<file path="src/rtl/lsu_pkg.sv">
// Shared definitions for the load/store memory master: access size codes,
// FSM state encoding and the alignment check used when trapping is enabled.
package lsu_pkg;

  localparam logic [1:0] SZ_BYTE = 2'b00;
  localparam logic [1:0] SZ_HALF = 2'b01;
  localparam logic [1:0] SZ_WORD = 2'b10;
  localparam logic [1:0] SZ_ILL  = 2'b11;

  typedef enum logic [1:0] {
    IDLE = 2'b00,
    RD   = 2'b01,
    WR   = 2'b10,
    RESP = 2'b11
  } state_t;

  // True when the access cannot be issued as-is: a half on an odd byte,
  // a word off a word boundary, or the reserved size code.
  function automatic logic is_misaligned(input logic [1:0] size, input logic [1:0] a);
    logic bad;
    case (size)
      SZ_HALF: bad = a[0];
      SZ_WORD: bad = (a != 2'b00);
      SZ_ILL:  bad = 1'b1;
      default: bad = 1'b0;
    endcase
    return bad;
  endfunction

endpackage

</file>
<file path="src/rtl/lsu_lane_align.sv">
// Combinational lane handling for the load/store master.
// Load side: picks the addressed byte/half out of a RAM word and extends it.
// Store side: replaces the addressed lane(s) of a previously read word.
// BIG_ENDIAN mirrors the lane order (offset 0 = bits[31:24]).
module lsu_lane_align
  import lsu_pkg::*;
#(
  parameter int BIG_ENDIAN = 0
) (
  input  logic [1:0]  size,
  input  logic        sgn,
  input  logic [1:0]  off,
  input  logic [31:0] rword,
  input  logic [31:0] base,
  input  logic [31:0] wdata,
  output logic [31:0] ld_data,
  output logic [31:0] st_word
);

  logic [1:0]  blane;
  logic        hlane;
  logic [7:0]  bsel;
  logic [15:0] hsel;

  // Map the byte offset to a physical lane and extend the selected load lane
  always_comb begin
    blane = (BIG_ENDIAN != 0) ? ~off : off;
    hlane = (BIG_ENDIAN != 0) ? ~off[1] : off[1];
    bsel  = rword[{blane, 3'b000} +: 8];
    hsel  = rword[{hlane, 4'b0000} +: 16];
    case (size)
      SZ_BYTE: ld_data = {{24{sgn & bsel[7]}}, bsel};
      SZ_HALF: ld_data = {{16{sgn & hsel[15]}}, hsel};
      default: ld_data = rword;
    endcase
  end

  // Merge the right-justified store data into the addressed lane(s)
  always_comb begin
    st_word = base;
    case (size)
      SZ_BYTE: st_word[{blane, 3'b000} +: 8]  = wdata[7:0];
      SZ_HALF: st_word[{hlane, 4'b0000} +: 16] = wdata[15:0];
      default: st_word = wdata;
    endcase
  end

endmodule

</file>
<file path="src/rtl/lsu_mem_master.sv">
// Load/store initiator between the CPU datapath and a word-wide data RAM.
// Sub-word stores are read-modify-write; loads are lane-extracted and extended.
// Optional macro LSU_MISALIGN_TRAP_EN: reject misaligned/illegal accesses with
// cpu_err instead of forcing the address to alignment.
module lsu_mem_master
  import lsu_pkg::*;
#(
  parameter int ADDR_W     = 32,
  parameter int BIG_ENDIAN = 0
) (
  input  logic              clk,
  input  logic              rst,
  input  logic              cpu_req,
  input  logic              cpu_we,
  input  logic [1:0]        cpu_size,
  input  logic              cpu_signed,
  input  logic [ADDR_W-1:0] cpu_addr,
  input  logic [31:0]       cpu_wdata,
  output logic [31:0]       cpu_rdata,
  output logic              cpu_done,
  output logic              cpu_err,
  output logic              cpu_busy,
  output logic              mem_ena,
  output logic              mem_wena,
  output logic [ADDR_W-1:0] mem_addr,
  output logic [31:0]       mem_wdata,
  input  logic [31:0]       mem_rdata
);

  state_t            state, state_nx;
  logic              we_q;
  logic [1:0]        size_q;
  logic              sgn_q;
  logic [ADDR_W-1:0] addr_q;
  logic [31:0]       wdata_q;
  logic [31:0]       rbuf;
  logic [31:0]       rdata_q;

  logic [1:0]        size_n;
  logic [ADDR_W-1:0] addr_n;
  logic              rej_n;
  logic              accept;

  logic [31:0]       ld_data;
  logic [31:0]       st_word;

  assign accept = (state == IDLE) && cpu_req;

`ifdef LSU_MISALIGN_TRAP_EN
  logic err_q;

  // Trapping build: keep the request as issued and flag anything not aligned
  always_comb begin
    size_n = cpu_size;
    addr_n = cpu_addr;
    rej_n  = is_misaligned(cpu_size, cpu_addr[1:0]);
  end

  // Error flag travels with the request until its completion pulse
  always_ff @(posedge clk) begin
    if (rst)
      err_q <= 1'b0;
    else if (accept)
      err_q <= rej_n;
  end

  assign cpu_err = !rst && (state == RESP) && err_q;
`else
  // Forgiving build: reserved size acts as word, low address bits are forced aligned
  always_comb begin
    rej_n  = 1'b0;
    size_n = (cpu_size == SZ_ILL) ? SZ_WORD : cpu_size;
    addr_n = cpu_addr;
    case (size_n)
      SZ_HALF: addr_n[0]   = 1'b0;
      SZ_WORD: addr_n[1:0] = 2'b00;
      default: addr_n      = cpu_addr;
    endcase
  end

  assign cpu_err = 1'b0;
`endif

  lsu_lane_align #(
    .BIG_ENDIAN(BIG_ENDIAN)
  ) u_align (
    .size    (size_q),
    .sgn     (sgn_q),
    .off     (addr_q[1:0]),
    .rword   (mem_rdata),
    .base    (rbuf),
    .wdata   (wdata_q),
    .ld_data (ld_data),
    .st_word (st_word)
  );

  // State register
  always_ff @(posedge clk) begin
    if (rst)
      state <= IDLE;
    else
      state <= state_nx;
  end

  // Next-state: word stores skip the read, sub-word stores read then write
  always_comb begin
    state_nx = state;
    case (state)
      IDLE: begin
        if (cpu_req) begin
          if (rej_n)
            state_nx = RESP;
          else if (cpu_we && (size_n == SZ_WORD))
            state_nx = WR;
          else
            state_nx = RD;
        end
      end
      RD:      state_nx = we_q ? WR : RESP;
      WR:      state_nx = RESP;
      RESP:    state_nx = IDLE;
      default: state_nx = IDLE;
    endcase
  end

  // Request capture and read buffer (pure data, no reset needed)
  always_ff @(posedge clk) begin
    if (accept) begin
      we_q    <= cpu_we;
      size_q  <= size_n;
      sgn_q   <= cpu_signed;
      addr_q  <= addr_n;
      wdata_q <= cpu_wdata;
    end
    if (state == RD)
      rbuf <= mem_rdata;
  end

  // Load result register; holds its value between completions
  always_ff @(posedge clk) begin
    if (rst)
      rdata_q <= 32'h0;
    else if ((state == RD) && !we_q)
      rdata_q <= ld_data;
  end

  // Outputs decoded from state; every strobe is suppressed during reset
  always_comb begin
    mem_ena   = !rst && (state == RD);
    mem_wena  = !rst && (state == WR);
    mem_addr  = '0;
    mem_wdata = 32'h0;
    if (mem_ena || mem_wena)
      mem_addr = {addr_q[ADDR_W-1:2], 2'b00};
    if (mem_wena)
      mem_wdata = st_word;
    cpu_done  = !rst && (state == RESP);
    cpu_busy  = !rst && (state != IDLE);
    cpu_rdata = rdata_q;
  end

endmodule

</file>
<file path="config.mk">
export PLATFORM = sky130hd
export DESIGN_NAME = lsu_mem_master
export DESIGN_NICKNAME = d
export VERILOG_FILES = /design/src/rtl/lsu_pkg.sv /design/src/rtl/lsu_lane_align.sv /design/src/rtl/lsu_mem_master.sv
export SDC_FILE = /design/constraint.sdc
export NUM_CORES = 1
export LEC_CHECK = 0
export CORE_UTILIZATION = 30
export CTS_BUF_LIST = sky130_fd_sc_hd__clkbuf_8
export CTS_CLUSTER_DIAMETER = 100
export DETAILED_ROUTE_END_ITERATION = 7
export SYNTH_ARGS = -nofsm -noshare
export SYNTH_HDL_FRONTEND = slang
export SYNTH_SLANG_ARGS = --single-unit
</file>
<file path="constraint.sdc">
create_clock -name clk -period 2.6 [get_ports clk]
set_input_delay 0.65 -clock clk [delete_from_list [all_inputs] [get_ports clk]]
set_output_delay 0.65 -clock clk [all_outputs]
set_load 0.02 [all_outputs]
</file>
# Word level (Yosys, flattened, before mapping)
# Cells that the tools add are included.
# classes
addsub	2
eq_ne	8
shifts	6
mux	11
bitwise	2
reduce_logical	14
# ops
operator	count
32-bit one-hot mux with 2 select lines	2
32-bit bitwise mux	2
32-bit 2-to-1 mux	2
16-bit by 7-bit variable shift with 32-bit output, first input constant	1
8-bit by 7-bit variable shift with 32-bit output, first input constant	1
16-bit by 7-bit indexed part select with 32-bit output	1
32-bit by 6-bit indexed part select with 16-bit output	1
32-bit by 6-bit indexed part select with 8-bit output	1
8-bit by 7-bit indexed part select with 32-bit output	1
5-bit negator with 7-bit output	2
2-bit == test, second input constant	4
2-bit one-hot mux with 4 select lines	1
1-bit logical AND	7
2-bit by 1-bit == test with 1-bit output, second input constant	3
2-bit 2-to-1 mux	3
2-bit zero test	2
1-bit AND	2
1-bit zero test	2
2-bit inequality test, second input constant	1
2-bit nonzero test	1
2-bit OR reduction	1
1-bit logical OR	1
1-bit 2-to-1 mux	1
# totals
register_bits	134
output_inout_bits	101
word_cells	53

# Longest topological paths before layout
# logic_depth
ltp_word	7
mapped_depth	9

# Cells and area by module
# A second synthesis with hierarchy kept.
# hier_totals
cells_unflattened	604
area_unflattened_um2	6525.0
# by_module_without_submodules
mod	instances	cells_each	area_each_um2	seq_area_each_um2
lsu_mem_master	1	341	4823.4	3683.5
lsu_lane_align	1	263	1701.6	0.0

# Least setup slack after synthesis
# Ideal clock, no wire load.
# synth_path
kind	register to output
from	reg addr_q[0]
to	out mem_wdata[31]
arrival_ns	2.977
t_required_ns	1.950
setup_slack_ns	-1.027
stages_incl_launch_ff	9
path_cell_list	edfxtp_1 > buf_4 > buf_1 > inv_1 > ha_1 > nand3b_4 > nor3_4 > a221oi_1 > a2111oi_0
# synth_via
elab_chain_cells	5
word_cells_on_any_way	6
# synth_rtl
element	line_no	source
from (decl)	lsu_mem_master.sv:34	logic [ADDR_W-1:0] addr_q;
from (signal assigned)	lsu_mem_master.sv:132	addr_q <= addr_n;
5-bit negator with 7-bit output *	lsu_lane_align.sv:42	SZ_BYTE: st_word[{blane, 3'b000} +: 8] = wdata[7:0];
8-bit by 7-bit indexed part select with 32-bit output or 8-bit by 7-bit variable shift with 32-bit output (tied branches)	lsu_lane_align.sv:42	
32-bit bitwise mux *	lsu_lane_align.sv:42	
32-bit one-hot mux with 2 select lines *	lsu_lane_align.sv:41	case (size)
32-bit 2-to-1 mux *	lsu_mem_master.sv:155	if (mem_wena)
to (decl)	lsu_mem_master.sv:26	output logic [31:0] mem_wdata,
# Every way passes the cells marked *; elsewhere a longest branch is shown, timed or not.

# Final worst setup path
# layout_path
from	reg addr_q[0]
to	out mem_wdata[7]
# Same word-level chain as after synthesis.

==> impl_metrics.toml <==
[run_status]
status = "finished, violations left"
violations = "negative setup slack"

[power_and_ir_drop]
power.share.clock = 0.195
p_leak_nw = 3.80
p_comb_frac = 0.451
seqPwrFrac = 0.355
switchingPower_mw = 3.66
p_int_mw = 5.91
power.density_mw_per_mm2 = 918
vdd_ir_drop_max_mv = 0.381
sw_frac_of_total = 0.383

[cts]
cts_sinks = 134
cts_max_path_buffers = 2
cts_made_buffers = 17
cts_tree = "built"
clkTransAtPathRegs_ps = 80
clk_latency_ps = 450
postCtsHoldBufs = 0
cts-root-buf = "clkbuf_8"
htree_levels = 4

[layout]
nets = 921
drive_gt1_frac = 0.341
antenna_cells = 0
final_cells = 1097
postLayoutCellArea_sq_mm = 0.0104
area_delta_synth_final_pct = 60.9

[timing]
tightestPinTransition_ps = 591
min_period_ps = 2970
setup_slack_ps = -373
fin_skew_ps = 8.97
fin_tns_setup_ps = -10070
period_share = 1.14
rsz0062_at_grt = "true"
holdWs_ps = 474
setup_violations = 32
hold_viol_final = 0
slew_headroom = 0.605
drv_slew = 0
clock.fmax_mhz = 336

[grt]
grt_pass1_wl_um = 34100
track_usage = 0.208
antenna_found_initial = 0
grt_max_degree = 56
grt_overflow = 0
first_global_vias = 5733

[route]
remaining_drc_errors = 0
vias = 5562
routed_wl_um = 22600
postRouteAntennaNets = 0
drtIter0Drc = 363
firstDrtPassIters = 5
viasPerCell = 5.07
wire_per_inst_um = 20.6

[floorplan]
fp-row-count = 53
die-width_um = 149
num_io_pins = 204
die_h_um = 149
core_area_sq_mm = 0.0211
die_area_sq_mm = 0.0222
start_util = 0.307

[critical_path]
start_kind = "flip-flop"
crit_path_end = "mem_wdata[7]"
crit_type = "flip-flop to output pin"
worstPathArrival_ps = 2320
cp.required_ps = 1950
r2r_start = "state[1]$_SDFFE_PP0P_"
ff2ff_path_depth = 9
slowest_delay_ps = 460
critPathCaptureType = "output pin"
worstReg2RegEnd = "cpu_rdata[15]$_SDFFE_PP0P_"
cpMostUsedCell = "buf_6"
cp-startpoint = "addr_q[0]$_SDFFCE_PP0P_"
slowest_stage = "edfxtp_1"
path_max_fanout = 8
cp_cell_sequence = "inv_4 -> ha_4 -> buf_6 -> buf_6 -> nor3_4 -> buf_6 -> o21ai_2 -> a221oi_2 -> buf_4"
reg2reg_slack_ps = 320

[placed_design]
place_ws_ps = -609
hpwlAfterDp_um = 16400
gp_congestion = 0.876
place_area_sq_mm = 0.00946
io_buffers = 200
dp_cells = 1042

[min_path]
min_path_type = "flip-flop to flip-flop"

[synthesis]
synth_area_sq_mm = 0.00648
synth_enable_flop_cells = 100
syn_avg_cell_area_sq_um = 11.7
synth_flop_cell = "edfxtp_1"
syn-instance-count = 553
synth_cell_types = 50
ys_warn_count = 0
seq_area_frac_synth = 0.568
ys_seq_elements = 134
async_flop_share = 0

[flow_run]
max_cap_violations = 0
## cell type report
| class | count | area [sq um] |
|---|---|---|
| Clock buffer | 18 | 248 |
| Sequential cell | 134 | 3690 |
| Fill cell | 1906 | 10700 |
| Multi-Input combinational cell | 359 | 3190 |
| Clock inverter | 14 | 173 |
| Tap cell | 275 | 344 |
| Inverter | 17 | 66.3 |
| Timing Repair Buffer | 280 | 2720 |
## sequential cells by signal, summed over array words and instances (netlist names)
signal / count
cpu_rdata: 32
state: 2
we_q: 1
size_q: 2
rbuf: 32
wdata_q: 32
sgn_q: 1
addr_q: 32
## stage by stage
stage | utilization | total power [mW]
after floorplan | - | 5.43
after global placement | 0.449 | 7.13
after detailed placement | 0.449 | 7.20
after CTS | 0.489 | 9.49
after global routing | 0.495 | 10.1
final | 0.495 | 9.57
## cells in the mapped netlist (9+ instances only)
cell type	instances	area share
a21oi_1	10	0.0077
a21oi_2	12	0.016
a221oi_1	16	0.022
a31oi_1	10	0.0096
and2_1	31	0.030
buf_2	12	0.0093
clkbuf_1	20	0.012
dfxtp_1	34	0.10
edfxtp_1	100	0.46
ha_1	9	0.017
inv_1	17	0.0098
mux2i_1	18	0.028
nand2_1	37	0.021
nand2b_1	13	0.013
nor2_1	18	0.010
nor2b_1	25	0.024
o21ai_0	47	0.036
o22ai_1	23	0.022
## power groups by stage
stage	sequential (mW)	clock, mW	combinational, mW
4_1_cts	3.38	1.91	4.19
3_5_place_dp	3.37	0	3.82
6_report	3.40	1.86	4.31
5_1_grt	3.45	2.01	4.60
3_3_place_gp	3.37	0	3.76
2_1_floorplan	3.38	0	2.05
## logic make-up (layout without fill, tap and decap cells)
kind of cell / count (synthesis) / after routing / share of synthesized area
AO/OA/AOI/OAI: 179 / 179 / 0.201
adder cells (fa/ha/maj): 9 / 9 / 0.0174
buffers and inverters: 62 / 329 / 0.0448
flip-flops: 134 / 134 / 0.568
multiplexers: 25 / 25 / 0.0417
other: 1 / 3 / 0.000578
AND/OR/NAND/NOR: 143 / 143 / 0.127
## timing repair
item	4_1_cts	5_1_grt
setup buffers	23	12
gates cloned	1	0
pin swaps	44	30
gates resized for setup	336	65
setup endpoints to repair	66	63
## worst max-delay path, delay by kind of cell (launching register included)
kind / cells / cell delay [ps]
buffers and inverters: 5 / 740
DFF: 1 / 460
and+or+nand+nor: 1 / 110
adders and majority gates: 1 / 210
AOI/OAI and AO/OA: 2 / 360
## metal layers
| layer | wire (um) | global-route usage |
|---|---|---|
| met2 | 10700 | 0.323 |
| met4 | 323 | 0.0628 |
| met3 | 1170 | 0.0477 |
| met5 | 0 | 0 |
| met1 | 10400 | 0.286 |
## how the worst min path moves through the flow
stage                                         start                   endpoint  slack [ps]  cells after the start
final                     cpu_rdata[5]$_SDFFE_PP0P_  cpu_rdata[5]$_SDFFE_PP0P_         470                      2
after global routing      cpu_rdata[5]$_SDFFE_PP0P_  cpu_rdata[5]$_SDFFE_PP0P_         490                      2
after floorplan               state[1]$_SDFFE_PP0P_      state[1]$_SDFFE_PP0P_         500                      2
after detailed placement  cpu_rdata[5]$_SDFFE_PP0P_  cpu_rdata[5]$_SDFFE_PP0P_         450                      2
after global placement    cpu_rdata[5]$_SDFFE_PP0P_  cpu_rdata[5]$_SDFFE_PP0P_         440                      2
after CTS                 cpu_rdata[5]$_SDFFE_PP0P_  cpu_rdata[5]$_SDFFE_PP0P_         470                      2
## layout by cell type, fill, tap and decap left out, types with 8 or more instances in the layout
cell type | netlist | routed
edfxtp_1 | 100 | 100
a31oi_1 | 10 | 10
dfxtp_1 | 34 | 32
nor2_1 | 18 | 16
buf_6 | 2 | 36
a221o_1 | 8 | 8
o22ai_1 | 23 | 15
buf_4 | 7 | 68
nor2b_1 | 25 | 19
and2_1 | 31 | 28
a311oi_1 | 8 | 8
a21oi_1 | 10 | 10
clkbuf_2 | 1 | 15
a221oi_2 | 0 | 9
o22ai_2 | 0 | 8
nand2_1 | 37 | 34
nand2b_1 | 13 | 13
o21ai_0 | 47 | 37
inv_1 | 17 | 13
buf_12 | 0 | 14
a21oi_2 | 12 | 11
clkdlybuf4s50_1 | 0 | 133
a2111oi_4 | 0 | 8
o21a_1 | 8 | 8
nand3b_1 | 8 | 8
mux2i_1 | 18 | 18
clkbuf_8 | 0 | 18
Power figures use the tool's default switching activity.
==> RTL change 1, RTL diff (config.mk and constraints unchanged) <==
Change the parameter `ADDR_W` from 32 to 48.
--- a/src/rtl/lsu_mem_master.sv
+++ b/src/rtl/lsu_mem_master.sv
@@ -6,5 +6,5 @@
   import lsu_pkg::*;
 #(
-  parameter int ADDR_W     = 32,
+  parameter int ADDR_W     = 48,
   parameter int BIG_ENDIAN = 0
 ) (
Interface: changed (resized cpu_addr and mem_addr); port bits go from 204 to 236. No check against the original RTL was run, so the function may have changed too.
==> RTL change 1 against the original RTL <==
  * The flow still finishes with violations (setup timing)
  * Via count is 6.7% higher
  * First-iteration DRC count is 38% higher
  * Synthesized area is 9.0% higher
  * Power is 6.0% higher
  * Sequential cell count is 16 higher
  * Final area is 8.5% higher
  * Setup slack worse by 19 ps
  * Global-route usage is 0.70 points lower
  * Routed wire length is 7.7% higher
  * Clock skew is 3.5 ps higher
  * Critical endpoint is now mem_wdata[17]
  * Largest cell class unchanged
==> RTL change 1: results (changes against the original RTL) <==
Routing
  • Vias: 5,935 (+6.7%)
  • Final WL: 24,380 um (+7.7%)
  • Drt initial violations: 501 (+38%)

Placed design
  • Pre-CTS setup slack: -763.4 ps (-154.5 ps)
  • Buffers on Ports: 232 (+16%)
  • RePlAce Congestion: 0.8076 (-7.8%)
  • DP HPWL: 17,330 um (+5.8%)

Power and ir drop
  • Peak VDD IR: 0.3937 mV (+3.4%)
  • Leakage: 0.004188 uW (+10%)

Finish
  • Max reg flops: 48
  • Ant diodes: 0 (unchanged)
  • Fill cells: 2,054 (+7.8%)
  • Layout cells sized above 1: 0.3550 (+0.01435)
  • Layout Nets: 1,008 (+9.4%)

Setup path
  • Crit path max-delay family: compound AO/OA/AOI/OAI gates
  • Worst stage delay on the critical path: 480 ps (+20 ps)
  • Critical path fanouts, max: 4 (-4)
  • Worst reg2reg path depth: 6 (-3)

GRT
  • Number of global-route vias before repair: 5,832 (+1.7%)
  • First-pass GRT wire length: 35,850 um (+5.1%)
  • Largest net degree at the start of global routing: 39 (-30%)
  • Global Route Usage Sum: 0.2007 (-0.007030)

Synth
  • Synth unique cells: 50 (unchanged)
  • Synth top area cells: edfxtp_1 (49%), dfxtp_1 (9.6%), and2_1 (4.2%)
  • Number of synthesized flops with an enable pin: 116 (+16%)
  • Sequential element share of the synthesized area: 0.5890 (+0.02091)
  • Async SR Flop Fraction: 0 (unchanged)
  • Synth top cells by count: edfxtp_1 (116), and2_1 (47), o21ai_0 (47)

Timing
  • Least-Margin Pin Slew: 623.9 ps (+33.04 ps)
  • Clock skew: 12.44 ps (+3.471 ps)
  • Post-route worst setup slack: -392.3 ps (-19.43 ps)
  • Final setup fails: 32 (unchanged)
  • Final setup TNS: -10,340 ps (-267.0 ps)

Floorplan
  • Num rows: 55 (+3.8%)

Status
  • Violated checks: setup timing
  • Status: finished with violations

Clocking
  • Total CTS buffers: 17 (unchanged)
  • H-tree depth: 4 (unchanged)
## RTL change 1: cell types whose count changed after synthesis, sizes merged
cell | unedited run | this run
edfxtp | 100 | 116
clkbuf | 21 | 19
buf | 24 | 27
and2 | 31 | 47
## RTL change 1: worst paths after layout
path	end	slack [ps]	startpoint
setup / recovery	mem_wdata[17]	-390	addr_q[0]
hold / removal	cpu_rdata[6]	460	cpu_rdata[6]
setup reg to reg	cpu_rdata[16]	310	addr_q[1]
hold reg to reg	cpu_rdata[6]	460	cpu_rdata[6]
## RTL change 1: metal layers
layer	GRT usage	part of all wire	vias to the layer above
met3	0.03788	0.042	22
met1	0.2801	0.46	2922
met2	0.3163	0.48	167
met4	0.05742	0.015	0
met5	0	0	-
li1	-	-	2824
## RTL change 1: worst register-to-register path: cells and delay by family (launching register included)
family	cells	cell delay, ps
compound gates	3	860
buf+inv	2	550
flops	1	360
mux	1	380
## RTL change 1: what timing repair did
action	4_1_cts	5_1_grt
setup buffers	21	5
endpoints found under the setup margin	82	89
pin swaps	38	37
resized for setup	492	63
cloned	3	1
## RTL change 1: cell families after synthesis
family	count (synthesis)	synth area share
multiplexers	25	0.03823
adder cells (fa/ha/maj)	9	0.01593
AND/OR/NAND/NOR	159	0.1306
flip-flops	150	0.5890
buffers and inverters	63	0.04177
other	1	0.0005305
AO/OA/AOI/OAI	179	0.1839
## RTL change 1: power by group
group | total, uW | internal [uW] | switching (uW)
logic | 4850 | 2230 | 2610
clock network | 1570 | 691 | 882
registers | 3730 | 3340 | 385
total | 10100 | 6260 | 3880
## RTL change 1: layout make-up
cell class                 instances  area, um^2  area share
clock buffer                      19       261.5     0.02310
clock inverter                    13       71.32    0.006299
inverter                          17       76.32    0.006741
multi-input combinational        375        3246      0.2867
sequential                       150        4169      0.3682
tap                              313       391.6     0.03459
timing repair buffer             319        3107      0.2744
## RTL change 1: through the flow
stage	util	std cells	total power [uW]	hold slack, ps	cell area [um^2]
detailed placement	0.4529	1148	7893	450.7	10350
global placement	0.4529	1148	7885	437.7	10350
finish	0.4956	1206	10140	459.6	11320
CTS	0.4863	1204	10010	463.6	11110
global route	0.4956	1206	10660	484.5	11320
floorplan	-	588	5926	503.9	7312
==> RTL change 2, RTL diff (same flow settings) <==
Made on the original files. Encoding of `state_t`: now one-hot (4 bits for 4 states).
--- a/src/rtl/lsu_pkg.sv
+++ b/src/rtl/lsu_pkg.sv
@@ -8,9 +8,9 @@
   localparam logic [1:0] SZ_ILL  = 2'b11;
 
-  typedef enum logic [1:0] {
-    IDLE = 2'b00,
-    RD   = 2'b01,
-    WR   = 2'b10,
-    RESP = 2'b11
+  typedef enum logic [3:0] {
+    IDLE = 4'b0001,
+    RD   = 4'b0010,
+    WR   = 4'b0100,
+    RESP = 4'b1000
   } state_t;
 
Function: same outputs for any inputs over 10 cycles, from zero or initial values and one cycle with rst high; not proved beyond that.
==> RTL change 2 against the original RTL <==
  * The run still ends with setup timing left
  * Critical path type unchanged
  * Critical endpoint is now mem_wdata[21]
  * Sequential cell count up 2
  * Count of clock-buffer cells in the layout is 1 higher
  * Synthesized area down 0.98%
  * Routed wire length decreased by 0.53%
  * Hold slack worse by 9.5 ps
  * Final area down 2.2%
  * Non-clock buffer count fell by 9
  * Synthesized cell count is 0.90% lower
  * Final cell count fell by 1.4%
  * Critical path depth is the same
  * Setup slack improved by 140 ps
Power is not compared: it rests on default switching activity, and its combinational part moved more than twofold at a synthesized area within 25%.
==> RTL change 2: results (changes against the original RTL) <==
Status
  • Status: finished with violations
  • Violated checks: setup timing

Finish
  • Multi-input gate area: 0.003043 mm^2 (-4.7%)
  • Non-Filler Instances: 1,082 (-1.4%)
  • Logic inverters: 17 (unchanged)
  • Fill cells: 1,836 (-3.7%)
  • Seq. cell area: 0.003727 mm^2 (+1.1%)
  • Non-clk buf share: 0.2537 (-0.007382)
  • Layout Nets: 902 (-2.1%)
  • Non-clk bufs: 271 (-3.2%)
  • Layout area overhead: 58.86%
  • Seq_cells: 136 (+1.5%)
  • Layout cells sized above 1: 0.3594 (+0.01872)
  • Multi-In Gates: 351 (-2.2%)
  • Clk tree area frac: 0.04196 (+0.001661)
  • # clk buffers: 19 (+1)
  • Final instance area: 0.01020 mm^2 (-2.2%)

Placed design
  • DP HPWL: 16,390 um (about the same)
  • Placement Cell Area: 0.009226 mm^2 (-2.5%)
  • Pre-CTS setup slack: -706.0 ps (-97.11 ps)
  • RePlAce Congestion: 0.8862 (+1.2%)
  • Placed cells: 1,031 (-1.1%)

Timing
  • Final setup TNS: -5537 ps (+4534 ps)
  • Clock skew: 17.72 ps (+8.751 ps)
  • Final setup fails: 32 (unchanged)
  • Least-Margin Pin Slew: 536.7 ps (-54.20 ps)
  • Post-route worst setup slack: -237.6 ps (+135.2 ps)

Synth
  • Mux contribution to synthesized area: 0.06276 (+0.02107)
  • XOR/XNOR Fraction of Synth Area: 0.001364 (+0.001364)
  • Sequential element share of the synthesized area: 0.5800 (+0.01188)
  • Synth unique cells: 50 (unchanged)
  • Avg Inst Size Synth: 11.72 um^2 (about the same)
  • Ys flop type: edfxtp_1
  • Compound-gate portion of the synthesized area: 0.1824 (-0.01808)
  • Synth top area cells: edfxtp_1 (47%), dfxtp_1 (11%), o22ai_1 (3.8%)
  • Synth Area in Adders: 0.009745 (-0.007623)
  • Synth top cells by count: edfxtp_1 (100), o22ai_1 (39), dfxtp_1 (36)

Setup path
  • Critical path fanouts, max: 5 (-3)
  • Arrival time at the worst endpoint: 2190 ps (-130 ps)

Routing
  • Routed vias/inst: 5.205 (+2.7%)
  • TritonRoute pass-1 iters: 5 (unchanged)
  • Wire length per cell after detailed routing: 20.81 um (+0.84%)
  • Drt initial violations: 262 (-28%)

GRT
  • Largest net degree at the start of global routing: 41 (-27%)
  • First-pass GRT wire length: 33,950 um (-0.49%)
  • Number of global-route vias before repair: 5,888 (+2.7%)

Clocking
  • # resized after CTS: 368 (+9.5%)
  • Post-CTS Setup Repair Bufs: 12 (-48%)

Power and ir drop
  • Clock share of power: 0.355
  • Peak VDD IR: 0.3102 mV
-- RTL change 2: layer usage --
layer | GRT usage | vias up | routed length (um)
met5 | 0 | - | 0
met4 | 0.07680 | 0 | 590
met3 | 0.07638 | 40 | 2103
met2 | 0.3364 | 279 | 10510
met1 | 0.2533 | 2698 | 9310
li1 | - | 2615 | -
-- RTL change 2: critical path: stages (launching register included) --
cell and delay, ps:
edfxtp_1 430, buf_4 160, buf_6 110, buf_6 120, ha_4 160, and4_4 160
buf_8 150, a221oi_4 250, nor3_2 60, buf_4 160
-- RTL change 2: worst paths after layout --
check	startpoint	end	slack, ps	cells after the start
worst max register to register	state[2]	addr_q[5]	420	6
worst max-delay path	addr_q[1]	mem_wdata[21]	-240	9
worst min register to register	cpu_rdata[12]	cpu_rdata[12]	460	2
worst min-delay path	cpu_rdata[12]	cpu_rdata[12]	460	2
